--- src/rtl/clk_rst_mon_pkg.sv ---
// clk_rst_mon_pkg: shared types and constants for the clock/reset monitor
package clk_rst_mon_pkg;

    typedef enum logic [1:0] {
        SYNC,
        HI,
        LO
    } state_e;

    localparam int SYNC_STAGES = 2;
    localparam int PCT_SCALE   = 100;

endpackage

--- src/rtl/clk_rst_mon_sync.sv ---
// clk_rst_mon_sync: synchroniser, edge detector and optional glitch filter (CLK_RST_MON_GLITCH_FILTER_EN)
module clk_rst_mon_sync
    import clk_rst_mon_pkg::*;
(
    input  logic clk_fr,
    input  logic rst,
    input  logic d,
    output logic lvl,
    output logic chg
);

    logic [SYNC_STAGES-1:0] sh_q, sh_d;
    logic                   lvl_q, lvl_d;
    logic                   chg_q, chg_d;
`ifdef CLK_RST_MON_GLITCH_FILTER_EN
    logic                   cand_q, cand_d;
`endif

    // Shift in the raw input; accepted level changes produce a one-cycle change pulse
    always_comb begin
        sh_d   = {sh_q[SYNC_STAGES-2:0], d};
`ifdef CLK_RST_MON_GLITCH_FILTER_EN
        cand_d = sh_q[SYNC_STAGES-1];
        lvl_d  = (sh_q[SYNC_STAGES-1] == cand_q) ? cand_q : lvl_q;
`else
        lvl_d  = sh_q[SYNC_STAGES-1];
`endif
        chg_d  = lvl_d ^ lvl_q;
    end

    // State registers
    always_ff @(posedge clk_fr or negedge rst) begin
        if (!rst) begin
            sh_q   <= '0;
            lvl_q  <= 1'b0;
            chg_q  <= 1'b0;
`ifdef CLK_RST_MON_GLITCH_FILTER_EN
            cand_q <= 1'b0;
`endif
        end else begin
            sh_q   <= sh_d;
            lvl_q  <= lvl_d;
            chg_q  <= chg_d;
`ifdef CLK_RST_MON_GLITCH_FILTER_EN
            cand_q <= cand_d;
`endif
        end
    end

    assign lvl = lvl_q;
    assign chg = chg_q;

endmodule

--- src/rtl/clk_rst_mon.sv ---
// clk_rst_mon: measures mon_clk phases/period and mon_rst length, flags violations (option: CLK_RST_MON_GLITCH_FILTER_EN)
module clk_rst_mon
    import clk_rst_mon_pkg::*;
#(
    parameter int CNT_W          = 16,
    parameter int PER_MIN        = 8,
    parameter int PER_MAX        = 12,
    parameter int DUTY_MIN       = 40,
    parameter int DUTY_MAX       = 60,
    parameter int RST_CYCLES_MIN = 5,
    parameter int STUCK_CYC      = 64
) (
    input  logic             clk_fr,
    input  logic             rst,
    input  logic             mon_clk,
    input  logic             mon_rst,
    input  logic             err_clr,
    output logic             meas_valid,
    output logic [CNT_W-1:0] hi_cnt,
    output logic [CNT_W-1:0] period_cnt,
    output logic [CNT_W-1:0] rst_cycles,
    output logic             err_period,
    output logic             err_duty,
    output logic             err_rst_short,
    output logic             clk_stuck
);

    localparam int PW = CNT_W + 7;
    localparam logic [CNT_W-1:0] ONE   = CNT_W'(1);
    localparam logic [CNT_W-1:0] P_MIN = CNT_W'(PER_MIN);
    localparam logic [CNT_W-1:0] P_MAX = CNT_W'(PER_MAX);
    localparam logic [CNT_W-1:0] R_MIN = CNT_W'(RST_CYCLES_MIN);
    localparam logic [CNT_W-1:0] STUCK = CNT_W'(STUCK_CYC);
    localparam logic [PW-1:0]    D_MIN = PW'(DUTY_MIN);
    localparam logic [PW-1:0]    D_MAX = PW'(DUTY_MAX);
    localparam logic [PW-1:0]    SCALE = PW'(PCT_SCALE);

    function automatic logic [CNT_W-1:0] sat_inc(input logic [CNT_W-1:0] v);
        return (&v) ? v : v + ONE;
    endfunction

    logic             clk_lvl, clk_chg, rst_lvl, rst_chg;
    logic             clk_rise, clk_fall, rst_rise, rst_fall;
    state_e           state_q, state_d;
    logic [CNT_W-1:0] hi_q, hi_d, lo_q, lo_d, idle_q, idle_d, rcnt_q, rcnt_d;
    logic [CNT_W-1:0] hi_cnt_q, hi_cnt_d, period_cnt_q, period_cnt_d, rst_cycles_q, rst_cycles_d;
    logic             meas_valid_q, meas_valid_d, clk_stuck_q, clk_stuck_d;
    logic             err_period_q, err_period_d, err_duty_q, err_duty_d;
    logic             err_rst_short_q, err_rst_short_d;
    logic [CNT_W:0]   sum;
    logic [CNT_W-1:0] per_sat;
    logic [PW-1:0]    hi_pct, per_dmin, per_dmax;

    clk_rst_mon_sync u_clk_sync (
        .clk_fr (clk_fr),
        .rst    (rst),
        .d      (mon_clk),
        .lvl    (clk_lvl),
        .chg    (clk_chg)
    );

    clk_rst_mon_sync u_rst_sync (
        .clk_fr (clk_fr),
        .rst    (rst),
        .d      (mon_rst),
        .lvl    (rst_lvl),
        .chg    (rst_chg)
    );

    assign clk_rise = clk_chg & clk_lvl;
    assign clk_fall = clk_chg & ~clk_lvl;
    assign rst_rise = rst_chg & rst_lvl;
    assign rst_fall = rst_chg & ~rst_lvl;
    assign sum      = {1'b0, hi_q} + {1'b0, lo_q};
    assign per_sat  = sum[CNT_W] ? '1 : sum[CNT_W-1:0];
    assign hi_pct   = PW'(hi_cnt_q) * SCALE;
    assign per_dmin = PW'(period_cnt_q) * D_MIN;
    assign per_dmax = PW'(period_cnt_q) * D_MAX;

    // Clock FSM: phase counting and period measurement; an edge ending a stuck spell resynchronises
    always_comb begin
        state_d      = state_q;
        hi_d         = hi_q;
        lo_d         = lo_q;
        hi_cnt_d     = hi_cnt_q;
        period_cnt_d = period_cnt_q;
        meas_valid_d = 1'b0;
        case (state_q)
            SYNC: begin
                if (clk_rise) begin
                    state_d = HI;
                    hi_d    = ONE;
                    lo_d    = '0;
                end
            end
            HI: begin
                if (clk_fall) begin
                    state_d = LO;
                    lo_d    = ONE;
                end else begin
                    hi_d = sat_inc(hi_q);
                end
            end
            LO: begin
                if (clk_rise) begin
                    state_d      = HI;
                    period_cnt_d = per_sat;
                    hi_cnt_d     = hi_q;
                    meas_valid_d = 1'b1;
                    hi_d         = ONE;
                    lo_d         = '0;
                end else begin
                    lo_d = sat_inc(lo_q);
                end
            end
            default: state_d = SYNC;
        endcase
        if (clk_stuck_q && clk_chg) begin
            state_d      = SYNC;
            hi_d         = '0;
            lo_d         = '0;
            hi_cnt_d     = hi_cnt_q;
            period_cnt_d = period_cnt_q;
            meas_valid_d = 1'b0;
        end
    end

    // Stuck detection, reset-length tracking and sticky error flags (clear beats set)
    always_comb begin
        idle_d          = clk_chg ? '0 : sat_inc(idle_q);
        clk_stuck_d     = !clk_chg && (clk_stuck_q || idle_d == STUCK);
        rcnt_d          = rst_fall ? '0 : (!rst_lvl && clk_rise) ? sat_inc(rcnt_q) : rcnt_q;
        rst_cycles_d    = rst_rise ? rcnt_q : rst_cycles_q;
        err_period_d    = !err_clr && (err_period_q ||
                          (meas_valid_q && (period_cnt_q < P_MIN || period_cnt_q > P_MAX)));
        err_duty_d      = !err_clr && (err_duty_q ||
                          (meas_valid_q && (hi_pct < per_dmin || hi_pct > per_dmax)));
        err_rst_short_d = !err_clr && (err_rst_short_q || (rst_rise && rcnt_q < R_MIN));
    end

    // State registers
    always_ff @(posedge clk_fr or negedge rst) begin
        if (!rst) begin
            state_q         <= SYNC;
            hi_q            <= '0;
            lo_q            <= '0;
            idle_q          <= '0;
            rcnt_q          <= '0;
            hi_cnt_q        <= '0;
            period_cnt_q    <= '0;
            rst_cycles_q    <= '0;
            meas_valid_q    <= 1'b0;
            clk_stuck_q     <= 1'b0;
            err_period_q    <= 1'b0;
            err_duty_q      <= 1'b0;
            err_rst_short_q <= 1'b0;
        end else begin
            state_q         <= state_d;
            hi_q            <= hi_d;
            lo_q            <= lo_d;
            idle_q          <= idle_d;
            rcnt_q          <= rcnt_d;
            hi_cnt_q        <= hi_cnt_d;
            period_cnt_q    <= period_cnt_d;
            rst_cycles_q    <= rst_cycles_d;
            meas_valid_q    <= meas_valid_d;
            clk_stuck_q     <= clk_stuck_d;
            err_period_q    <= err_period_d;
            err_duty_q      <= err_duty_d;
            err_rst_short_q <= err_rst_short_d;
        end
    end

    assign meas_valid    = meas_valid_q;
    assign hi_cnt        = hi_cnt_q;
    assign period_cnt    = period_cnt_q;
    assign rst_cycles    = rst_cycles_q;
    assign err_period    = err_period_q;
    assign err_duty      = err_duty_q;
    assign err_rst_short = err_rst_short_q;
    assign clk_stuck     = clk_stuck_q;

endmodule

--- config.mk ---
export PLATFORM = sky130hd
export DESIGN_NAME = clk_rst_mon
export DESIGN_NICKNAME = d
export VERILOG_FILES = /design/src/rtl/clk_rst_mon_pkg.sv /design/src/rtl/clk_rst_mon_sync.sv /design/src/rtl/clk_rst_mon.sv
export SDC_FILE = /design/constraint.sdc
export NUM_CORES = 1
export LEC_CHECK = 0
export ABC_CLOCK_PERIOD_IN_PS = 5300
export BUFFER_PORTS_ARGS = -buffer_cell sky130_fd_sc_hd__buf_2
export CORE_ASPECT_RATIO = 0.7
export CORE_MARGIN = 1
export CORE_UTILIZATION = 31
export CTS_BUF_LIST = sky130_fd_sc_hd__clkbuf_16
export DETAILED_ROUTE_END_ITERATION = 12
export GPL_TIMING_DRIVEN = 0
export HOLD_SLACK_MARGIN = 0.15
export PLACE_DENSITY = 0.53
export SLEW_MARGIN = 30
export SYNTH_ARGS = -nofsm -noshare
export SYNTH_HDL_FRONTEND = slang
export SYNTH_HIERARCHICAL = 1
export SYNTH_SLANG_ARGS = --single-unit
--- constraint.sdc ---
create_clock -name clk_fr -period 5.3 [get_ports clk_fr]
set_input_delay 0.53 -clock clk_fr [delete_from_list [all_inputs] [get_ports clk_fr]]
set_output_delay 0.53 -clock clk_fr [all_outputs]
set_load 0.05 [all_outputs]
; ---- Word level (Yosys, flattened, before mapping)
; Cells that the tools add are included.
[word_totals]
ff_bits = 127
latch_bits = 0
ramBits = 0
mem_bits_ro = 0
inputBits = 5
out_inout_bits = 53
elab_cells = 107
n_memories = 0
[classes]
add_sub_neg = 5
multipliers = 3
div_mod_pow = 0
magnitude_cmp = 5
n_eq_ne = 10
shift = 0
muxes = 24
bitwise_logic = 9
reduce_logical = 32
[op_table]
columns = cell, n
row1 = 16-bit two-way mux, 15
row2 = "16-bit by 1-bit adder with 16-bit output, second input constant", 4
row3 = 16-bit AND reduction, 4
row4 = 16-bit case mux with 3 select lines, 1
row5 = 16-bit case mux with 2 select lines, 1
row6 = 23-bit by 22-bit greater-than comparator with 1-bit output, 1
row7 = 23-bit by 22-bit less-than comparator with 1-bit output, 1
row8 = "16-bit by 5-bit multiplier with 21-bit output, second input constant", 1
row9 = "16-bit by 4-bit multiplier with 20-bit output, second input constant", 1
row10 = "16-bit by 3-bit multiplier with 19-bit output, second input constant", 1
row11 = 16-bit by 16-bit adder with 17-bit output, 1
row12 = "16-bit by 7-bit equality test with 1-bit output, second input constant", 1
row13 = "16-bit by 4-bit greater-than comparator with 1-bit output, second input constant", 1
row14 = "16-bit by 3-bit less-than comparator with 1-bit output, second input constant", 1
row15 = "16-bit by 4-bit less-than comparator with 1-bit output, second input constant", 1
row16 = "3-bit != test, second input constant", 4
row17 = 1-bit logical AND, 9
row18 = 4-bit AND reduction, 2
row19 = 1-bit logical OR, 6
row20 = 2-bit two-way mux, 3
row21 = 1-bit AND, 4
row22 = "4-bit != test, second input constant", 1
row23 = 2-bit case mux with 2 select lines, 1
row24 = 2-bit AND reduction, 2
row25 = 14 further kinds, 21

; ---- Depth between registers and ports, before layout
; Gate-level depths: netlist (run 1).
[logic_depth]
ltp_word = 6
depth_mapped = 21
depth_no_buf = 21

; ---- Hierarchy
; Netlist (run 1), hierarchy kept.
[by_module_without_submodules]
columns = module, instances, cells_per_inst, area_each_um2, seq_area_each_um2
row1 = clk_rst_mon, 1, 1263, 11259.5, 2977.9
row2 = clk_rst_mon_sync, 2, 5, 108.9, 100.1

; ---- Worst setup path after synthesis (run 1)
; No wires, ideal clock.
[synth_timing]
path_kind = flip-flop to flip-flop
start = register period_cnt_q[3] (netlist: period_cnt[3])
end = register err_duty_q (netlist: err_duty)
setup_ns = 0.126
t_arrival_ns = 4.742
required_ns = 5.174
path_slack_ns = 0.432
path_stages_with_launch = 21
path_buffers = 0
period_less_slack_ns = 4.868
cell_sequence = dfrtp_1 -> inv_1 -> fa_1 -> fa_1 -> inv_1 -> ha_1 -> nor2b_1 -> o31a_1 -> o211ai_1 -> a31oi_1 -> a211o_1 -> a21oi_1 -> xor2_1 -> ha_1 -> a21o_1 -> a21o_1 -> nor2_1 -> o211ai_1 -> o21ai_0 -> and3_1 -> a211oi_1
[synth_via]
elab_chain_len = 6
word_cells_on_any_way = 8
cone_classes = mul: 2 / order compare: 2 / reduce/logical: 4
[synth_rtl]
columns = item, line_no
row1 = from (decl), clk_rst_mon.sv:46  ; logic [CNT_W-1:0] hi_cnt_q, hi_cnt_d, period_cnt_q, period_cnt_d, rst_cycles_q, rst_cycles_d;
row2 = from (signal assigned), clk_rst_mon.sv:164  ; period_cnt_q <= period_cnt_d;
row3 = 16-bit by 3-bit multiplier with 19-bit output or 16-bit by 4-bit multiplier with 20-bit output (tied branches), "clk_rst_mon.sv:77, clk_rst_mon.sv:78"
row4 = 23-bit by 22-bit less-than comparator with 1-bit output or 23-bit by 22-bit greater-than comparator with 1-bit output (tied branches), clk_rst_mon.sv:137  ; (meas_valid_q && (hi_pct < per_dmin || hi_pct > per_dmax)));
row5 = 1-bit logical OR (*), clk_rst_mon.sv:137
row6 = 1-bit logical AND (*), clk_rst_mon.sv:137
row7 = 1-bit logical OR (*), clk_rst_mon.sv:136  ; err_duty_d = !err_clr && (err_duty_q ||
row8 = 1-bit logical AND (*), clk_rst_mon.sv:136
row9 = named net err_duty_d, clk_rst_mon.sv:48  ; logic err_period_q, err_period_d, err_duty_q, err_duty_d;
row10 = to (signal assigned), clk_rst_mon.sv:169  ; err_duty_q <= err_duty_d;
row11 = to (decl), clk_rst_mon.sv:48
; Mark *: on every way through the listed nets, which the timed path passes. The rest lies on a longest branch.
; A chain may end at the register's enable or synchronous reset.

; ---- Final worst setup path (run 1)
[layout_timing]
start = register period_cnt_q[5] (netlist: period_cnt[5])
end = register err_duty_q (netlist: err_duty)
; The elaborated chain is that of the path after synthesis.

==> flow_summary.ini, run 1 <==
[pwr]
p_per_area_nw_per_um2 = 733.9
p_leak_nw = 6.576
report.power.total_mw = 9.723
ir_worst_vdd_v = 0.0004482

[drt]
vias = 9607
drcViolationCount = 0
wl_um = 31010
vias_per_cell = 5.157
drt_iter0_markers = 747
routedWlPerCell_um = 16.65
antenna_left = 0
drtPass1Iterations = 5

[placement]
numPlacedInstances = 1811
numPortBuffers = 57
gp_congestion = 0.8401
post-place-ws_ps = -186.9
placed_cell_area_um2 = 12400
dpl.hpwl_um = 24490

[cts]
cts_tree = done
cts-root-buf = clkbuf_16
cts_sinks = 127
h-tree-depth = 4
clk_latency_ps = 440
path_clk_slew_ps = 60
clockBufferDepth = 2
cts_inserted_buffers = 17

[yosys]
synthTopCellsByArea = dfrtp_1 (28%), ha_1 (19%), fa_1 (7.3%)
synth_area_per_cell_um2 = 9.016
synth_edf_count = 0
synth.most_common_cell = ha_1
ys_ff_latch = 127
yosysTopAreaCell = dfrtp_1
synth_cell_types = 76
synthArstFlopShare_pct = 100.0
synthFlopType = dfrtp_1
syn_inst = 1273
yosysWarningCount = 6
synth_common_cells = ha_1 (176), dfrtp_1 (127), inv_1 (127)
synth_fp_nets = 1496
synth_top_area_share_pct = 27.69
syn_area_um2 = 11480
yosysSeqAreaShare_pct = 27.69

[cells_and_area]
fillers = 3662
ff_latch_area_um2 = 3186
antennaDiodeCount = 0
area_growth_syn_to_layout_pct = 15.44
multi_input_area_um2 = 7747
final_cell_area_um2 = 13250
fin_nets = 1593
drive_above_1_share_pct = 12.00
instances_no_fill = 1863

[sta]
max_freq_ghz = 0.1994
tns_ps = 0
min_period_ps = 5016
setup_viol = 0
drv_slew = 0
fin_worst_skew_ps = 12.14
final.period_utilization_pct = 94.65
worst_slack_ps = 283.7
tightest_slew_ps = 836.9
timing_hold_violations_final = 0
slew_headroom_pct = 43.69

[global_route]
grt_pass1_wl_um = 49850
antenna_found_initial = 0
grt.total_usage_pct = 17.01
overflow = 0
grt_pass1_vias = 8821
grt_start_max_net_pins = 70

[worst_setup_path]
r2r_slack_ps = 280
crit_path_start_kind = flop
setup.worst_path.class = flop to flop
cp-end-kind = flop
critPathArrivalTime_ps = 5340
crit_fanout = 5
reg2reg_depth = 18
reg2reg_to = err_duty
worst_ep_required_time_ps = 5620
timing.rr.start = period_cnt[5]

[floorplanning]
core_um2 = 36210
fp-row-count = 58
die_w_um = 232.0
die_h_um = 163.0
dieArea_um2 = 37810
initial_utilization_pct = 31.69
io_pins = 58

[run_status]
status = finished, final reports clean

[min_path]
worstHoldStart = mon_rst
hold_class = input port to flop
hold_depth = 1
whs_endpoint = u_rst_sync/sh_q[0]

[run]
max-cap-violations = 0
==> cells by family (layout without fill, tap and decap cells) <==
logic type      after synthesis  in the layout  share of synthesized area (%)
fa+ha+maj                   218            218                          26.51
flops                       127            127                          27.69
xor+xnor                     70             70                          5.342
buf+inv                     152            262                          5.069
mux                          12             12                          1.166
compound gates              301            301                          16.98
simple gates                393            393                          17.24
==> cell usage in the layout (no fill, tap or decap), types with 21 or more instances in the layout <==
master	Yosys	layout
dfrtp_1	127	121
inv_1	127	119
nor3_1	26	25
xor2_1	34	34
fa_1	42	42
a21oi_1	67	67
xnor2_1	36	36
buf_2	3	59
ha_1	176	176
o21ai_0	87	86
nor2_1	100	100
and3_1	21	21
nand3_1	31	31
nand2_1	102	102
==> flip-flops by register name, summed over array words and instances, names as in the netlist, 2 cells and up <==
signal	count
period_cnt	16
u_rst_sync/sh_q	2
state_q	2
hi_q	16
rst_cycles	16
u_clk_sync/sh_q	2
hi_cnt	16
lo_q	16
idle_q	16
rcnt_q	16
==> worst max-delay path by stage <==
stage | startpoint | end | slack, ps | cells past startpoint
detailed placement | period_cnt[3] | err_duty | -190 | 20
global placement | period_cnt[3] | err_duty | -150 | 20
CTS | period_cnt[6] | err_duty | 20 | 18
floorplan | period_cnt[3] | err_duty | 430 | 20
finish | period_cnt[5] | err_duty | 280 | 18
global route | period_cnt[4] | err_duty | -8 | 20
==> metal layers <==
metal / routed length [um] / up-vias / global-route usage [%]
li1: - / 4748 / -
met1: 17330 / 4624 / 27.76
met2: 11380 / 212 / 20.99
met3: 1853 / 23 / 4.079
met4: 454 / 0 / 4.844
met5: 0 / - / 0
==> critical path, cell delays in order, from the launching register on <==
cell	delay, ps
dfrtp_2	460
clkinvlp_4	210
fa_1	540
fa_1	530
inv_1	50
ha_1	350
a2111o_1	400
o211a_1	260
o211ai_1	260
a31oi_1	210
and4_1	290
nor3_4	270
ha_1	310
a21o_1	190
nor2_1	90
o211ai_1	100
o21ai_1	160
and3_1	170
a211oi_1	60
==> layout make-up <==
| class | instances | area share, % |
|---|---|---|
| tap | 480 | 4.533 |
| sequential | 127 | 24.04 |
| multi-input combinational | 994 | 58.48 |
| clock buffer | 17 | 3.211 |
| clock inverter | 15 | 1.643 |
| inverter | 127 | 3.711 |
| buffer | 25 | 0.7933 |
| timing repair buffer | 78 | 3.589 |
==> power breakdown <==
group          switching (mW)  internal [mW]  leakage [nW]
sequential              0.197           1.08          1.71
clock                   0.486          0.832         0.307
combinational            4.15           2.98          4.56
==> per-stage QoR <==
step / hold WS (ps) / utilization (%)
6_report: 198.4 / 36.59
5_1_grt: 179.8 / 36.59
4_1_cts: 179.4 / 36.08
3_5_place_dp: 336.4 / 34.24
3_3_place_gp: 337.6 / 34.14
2_1_floorplan: 234.4 / -
==> timing repair <==
item / 4_1_cts / 5_1_grt
setup endpoints to repair: 1 / 1
pin swaps: 1 / 4
setup buffers: 1 / 18
gates resized for setup: 4 / 17
hold buffers: 1 / 0
hold endpoints to repair: 58 / 0
(Power assumes the default switching activity.)
==> run 2, diff against run 1 <==
- ABC_AREA: not set -> 1
==> run 2 against run 1 <==
Critical path depth grew 7. Sequential power barely moved. Synthesized cell count grew 20%. Wire length grew 3.0%. Sequential share of layout area is 0.40 points lower. Design area grew 1.5%. Clock-buffer cell count did not move. Setup slack gained 180 ps. Power shrank 21%. First-iteration DRC count is 7.8% lower. Synthesized area up 3.6%. Critical path type unchanged. Largest cell class unchanged. Largest power group unchanged. Highest routed layer unchanged.
==> flow_summary.ini, run 2 <==
[run_status]
status = finished, final reports clean

[floorplanning]
die_w_um = 236.1
die_h_um = 165.9
initial_utilization_pct = 31.72
fp-row-count = 59
core_um2 = 37500
dieArea_um2 = 39170
io_pins = 58

[worst_setup_path]
cp-end-kind = flop
timing.rr.start = period_cnt[4]
worstSetupEndpoint = err_duty
path_buf_inv = 2
setup.worst_path.class = flop to flop
crit_path_start_kind = flop
crit_fanout = 5
reg2reg_depth = 25
crit_cells = 25
critPathArrivalTime_ps = 5200
cpMostUsedCell = nand2_1
cp-startpoint = period_cnt[4]
cpMaxStageDelayCell = fa_1
max_stage_delay_ps = 520
r2r_slack_ps = 460
reg2reg_to = err_duty
cpLargestDelayFamily = adder cells
worst_ep_required_time_ps = 5660

[yosys]
ys_ff_latch = 127
synth.most_common_cell = nand2_1
synth_area_per_cell_um2 = 7.799
syn_inst = 1525
synth_top_area_share_pct = 26.72
synth_cell_types = 56
syn_area_um2 = 11890
yosysWarningCount = 6
yosysSeqAreaShare_pct = 26.72
synth_common_cells = nand2_1 (272), inv_1 (264), ha_1 (176)
yosysTopAreaCell = dfrtp_1
synthArstFlopShare_pct = 100.0
synthTopCellsByArea = dfrtp_1 (27%), ha_1 (19%), nand2_1 (8.6%)
synthFlopType = dfrtp_1
synth_fp_nets = 1748
synth_edf_count = 0

[run]
max-cap-violations = 0

[pwr]
p_comb_share_pct = 67.4
ir_worst_vdd_v = 0.0003623
switching_share_pct = 51.53
switchingPower_mw = 3.947
intPower_mw = 3.713
sequentialPowerShare_pct = 16.4
p_per_area_nw_per_um2 = 569.4
pwr-share-clk_pct = 16.2
p_leak_nw = 7.155

[cts]
clk_latency_ps = 440
cts-root-buf = clkbuf_16
cts_inserted_buffers = 17
path_clk_slew_ps = 60
postCtsSetupRepairBufs = 0
cts_sinks = 127
h-tree-depth = 4
clockBufferDepth = 2
cts_tree = done

[placement]
gp_congestion = 0.9021
numPortBuffers = 57
numPlacedInstances = 2071
dpl.hpwl_um = 26250

[cells_and_area]
antennaDiodeCount = 0
final_util_pct = 35.87
final_cell_mix = nand2_1 (272), inv_1 (265), ha_1 (176)
instances_no_fill = 2104
drive_above_1_share_pct = 9.406
fin_nets = 1826
final_common_cell = nand2_1
fillers = 3890
area_growth_syn_to_layout_pct = 13.10

[sta]
final.period_utilization_pct = 91.28
tns_ps = 0
fin_worst_skew_ps = 9.878
slew_headroom_pct = 61.82
min_period_ps = 4838
grt_setup_unrepaired = no
max_freq_ghz = 0.2067
tightest_slew_ps = 568.6
drv_slew = 0
timing_hold_violations_final = 0
setup_viol = 0

[drt]
wl_um = 31940
drt_iter0_markers = 689
antenna_left = 0
drtPass1Iterations = 5
vias = 10170
routedWlPerCell_um = 15.18
vias_per_cell = 4.834
drcViolationCount = 0

[global_route]
antenna_found_initial = 0
grt_pass1_wl_um = 51430
grt_start_max_net_pins = 69
overflow = 0
grt.total_usage_pct = 16.71
grt_pass1_vias = 9339

[min_path]
hold_class = input port to flop
hold_depth = 1
run 2: cell types whose count changed after synthesis, sizes merged, moves of 14 or more:
cell and delta:
xnor2 -15, nand2 +178, nand3 +47, and3 -21, nor3 +14, a21oi +38, inv +157, o21ai +27
run 2: cell families (layout without fill, tap and decap cells):
group | after synthesis | in the layout | share of synthesized area [%]
compound gates | 272 | 272 | 12.82
xor+xnor | 68 | 68 | 5.007
fa+ha+maj | 218 | 218 | 25.58
buf+inv | 299 | 390 | 9.668
flops | 127 | 127 | 26.72
mux | 1 | 1 | 0.09467
simple gates | 540 | 540 | 20.10
run 2: worst min path at each step:
stage                                  start            endpoint  slack, ps
after CTS                            mon_rst  u_rst_sync/sh_q[0]        170
after floorplan                          rst           clk_stuck        230
final                                mon_clk  u_clk_sync/sh_q[0]        200
after detailed placement  u_clk_sync/sh_q[0]  u_clk_sync/sh_q[1]        340
after global routing                 mon_clk  u_clk_sync/sh_q[0]        180
after global placement    u_clk_sync/sh_q[0]  u_clk_sync/sh_q[1]        340
run 2: stage by stage:
| step | cell area (um2) | setup slack (ps) | hold WS [ps] | total power [mW] |
|---|---|---|---|---|
| 2_1_floorplan | 11890 | 733.7 | 234.4 | 5.154 |
| 3_3_place_gp | 12790 | 360.6 | 340.4 | 6.299 |
| 3_5_place_dp | 12830 | 352.0 | 337.2 | 6.389 |
| 4_1_cts | 13450 | 312.7 | 171.6 | 7.709 |
| 5_1_grt | 13450 | 34.97 | 180.2 | 8.502 |
| 6_report | 13450 | 462.3 | 198.4 | 7.660 |
run 2: what timing repair did:
action | 4_1_cts | 5_1_grt
setup endpoints to repair | 0 | 1
hold endpoints to repair | 59 | 0
gates resized for setup | 0 | 2
hold buffers | 1 | 0
run 2: power by group through the flow:
stage                     clock, mW  sequential [mW]  combinational, mW
final                          1.24             1.26               5.16
after global routing           1.32             1.28               5.90
after CTS                      1.29             1.25               5.17
after detailed placement          0             1.27               5.12
after global placement            0             1.27               5.03
after floorplan                   0             1.38               3.78
run 2: area by class of cell:
class / instances / area [um2] / share of cell area (%)
Timing Repair Buffer: 59 / 332.8 / 2.474
Tap cell: 488 / 610.6 / 4.539
Clock inverter: 15 / 186.4 / 1.386
Buffer: 15 / 81.33 / 0.6046
Sequential cell: 127 / 3181 / 23.64
Clock buffer: 17 / 425.4 / 3.162
Inverter: 284 / 1069 / 7.943
Multi-Input combinational cell: 1099 / 7566 / 56.25
run 2: metal layers:
layer / track usage [%] / vias up / share of wire, %
li1: - / 5151 / -
met1: 27.90 / 4774 / 57
met2: 21.16 / 229 / 37
met3: 3.225 / 16 / 5.4
met4: 3.382 / 0 / 0.73
met5: 0 / - / 0
==> run 3, diff against run 2 <==
- ABC_CLOCK_PERIOD_IN_PS: 5300 -> 5580
- clock period: 5.3 -> 5.58 ns (I/O delays scaled with it)
==> run 3 against run 2 <==
Sequential share of layout area about the same. Power decreased by 5.0%. Clock skew about the same. Setup slack improved by 190 ps. Clock-buffer cell count unchanged. Cell count is the same. Fmax down 1.8%. Non-clock buffer count is the same. Combinational power decreased by 5.0%. Register-to-register slack improved by 190 ps. Critical endpoint unchanged. Largest cell class unchanged. Largest power group unchanged. Highest routed layer unchanged.
==> flow_summary.ini, run 3 (synthesis results as in run 2) <==
[run_status]
status = finished, final reports clean

[pwr]
sequentialPowerShare_pct = 16.4
switchingPower_mw = 3.749
ir_worst_vdd_v = 0.0003441
pwr-share-clk_pct = 16.2
switching_share_pct = 51.54
p_leak_nw = 7.157
p_per_area_nw_per_um2 = 540.8
p_comb_share_pct = 67.4
intPower_mw = 3.524

[sta]
setup_viol = 0
max_freq_ghz = 0.2030
timing_hold_violations_final = 0
tns_ps = 0
final.period_utilization_pct = 88.27
hold_slack_ps = 226.4
drv_slew = 0
grt_setup_unrepaired = no
fin_worst_skew_ps = 9.876
tightest_slew_ps = 568.6
min_period_ps = 4925
slew_headroom_pct = 61.82

[floorplanning]
dieArea_um2 = 39170
fp-row-count = 59
die_h_um = 165.9
core_um2 = 37500
die_w_um = 236.1
io_pins = 58
initial_utilization_pct = 31.72

[global_route]
grt_pass1_vias = 9339
antenna_found_initial = 0
grt_start_max_net_pins = 69
grt.total_usage_pct = 16.71
overflow = 0
grt_pass1_wl_um = 51430

[cells_and_area]
ff_latch_area_um2 = 3178
area_growth_syn_to_layout_pct = 13.08
drive_above_1_share_pct = 9.282
fin_nets = 1826
final_cell_area_um2 = 13450
final_common_cell = nand2_1
fillers = 3889
antennaDiodeCount = 0
final_cell_mix = nand2_1 (272), inv_1 (265), ha_1 (176)
multi_input_area_um2 = 7566

[cts]
h-tree-depth = 4
cts_tree = done
post_cts_resized = 0
clockBufferDepth = 2
cts-root-buf = clkbuf_16
cts_inserted_buffers = 17
cts_sinks = 127
clk_latency_ps = 440
postCtsSetupRepairBufs = 0
path_clk_slew_ps = 60
holdBufCountCts = 1

[drt]
drtPass1Iterations = 5
drt_iter0_markers = 689
antenna_left = 0
drcViolationCount = 0
routedWlPerCell_um = 15.18
vias_per_cell = 4.834
wl_um = 31940
vias = 10170

[worst_setup_path]
cp-end-kind = flop
cp-startpoint = period_cnt[3]
crit_fanout = 7
reg2reg_depth = 25
worst_ep_required_time_ps = 5940
reg2reg_to = err_duty
timing.rr.start = period_cnt[3]
r2r_slack_ps = 650
crit_path_start_kind = flop
setup.worst_path.class = flop to flop
critPathArrivalTime_ps = 5280

[placement]
placed_cell_area_um2 = 12830
dpl.hpwl_um = 26250
gp_congestion = 0.9021
numPortBuffers = 57

[min_path]
whs_endpoint = u_clk_sync/sh_q[0]
hold_depth = 1
hold_class = input port to flop
worstHoldStart = mon_clk

[run]
max-cap-violations = 0
==> run 3: per-layer routing <==
metal  vias up  share of wire, %  routed length (um)  track usage, %
met5         -                 0                   0               0
met4         0              0.73                 233           3.382
met3        16               5.4                1739           3.225
met2       229                37               11790           21.16
met1      4774                57               18180           27.90
li1       5151                 -                   -               -
==> run 3: worst max path at each step <==
stage	end	slack (ps)
2_1_floorplan	err_duty	1010
3_3_place_gp	err_duty	640
3_5_place_dp	err_duty	630
4_1_cts	err_duty	590
5_1_grt	err_duty	200
6_report	err_duty	650
==> run 3: power by group through the flow <==
stage          combinational, mW  sequential [mW]  clock (mW)
2_1_floorplan               3.59             1.31           0
3_3_place_gp                4.78             1.21           0
3_5_place_dp                4.86             1.21           0
4_1_cts                     4.91             1.19        1.22
5_1_grt                     5.61             1.21        1.26
6_report                    4.90             1.19        1.18
==> run 3: layout make-up <==
type / count / share of cell area [%]
tap: 488 / 4.540
timing repair buffer: 59 / 2.475
clock inverter: 15 / 1.386
multi-input combinational: 1099 / 56.26
clock buffer: 17 / 3.163
sequential: 127 / 23.63
inverter: 284 / 7.945
buffer: 15 / 0.6047
==> run 3: per-stage QoR <==
stage	utilization [%]	power (mW)	setup WS, ps	std cells
detailed placement	34.21	6.068	632.0	2071
global placement	34.11	5.983	640.6	2070
floorplan	-	4.895	1014	1525
finish	35.86	7.273	654.5	2104
CTS	35.86	7.322	592.7	2104
global route	35.86	8.074	202.9	2104
==> run 3: critical path, cell delays in order (launching register included) <==
cell,delay (ps)
dfrtp_1,570
inv_1,240
fa_1,520
fa_1,520
inv_1,40
ha_1,340
a21oi_1,160
nand2_1,90
a21oi_1,250
o21ai_2,110
a21boi_1,210
o21ai_0,170
nand2_1,100
nand2_1,60
xor2_1,160
ha_1,320
nand2_1,90
nor3_1,200
nand2_1,90
nand2_1,70
nand4_1,80
nand2_1,70
nand2_1,40
nand2_1,140
nand2_1,80
a21oi_1,130
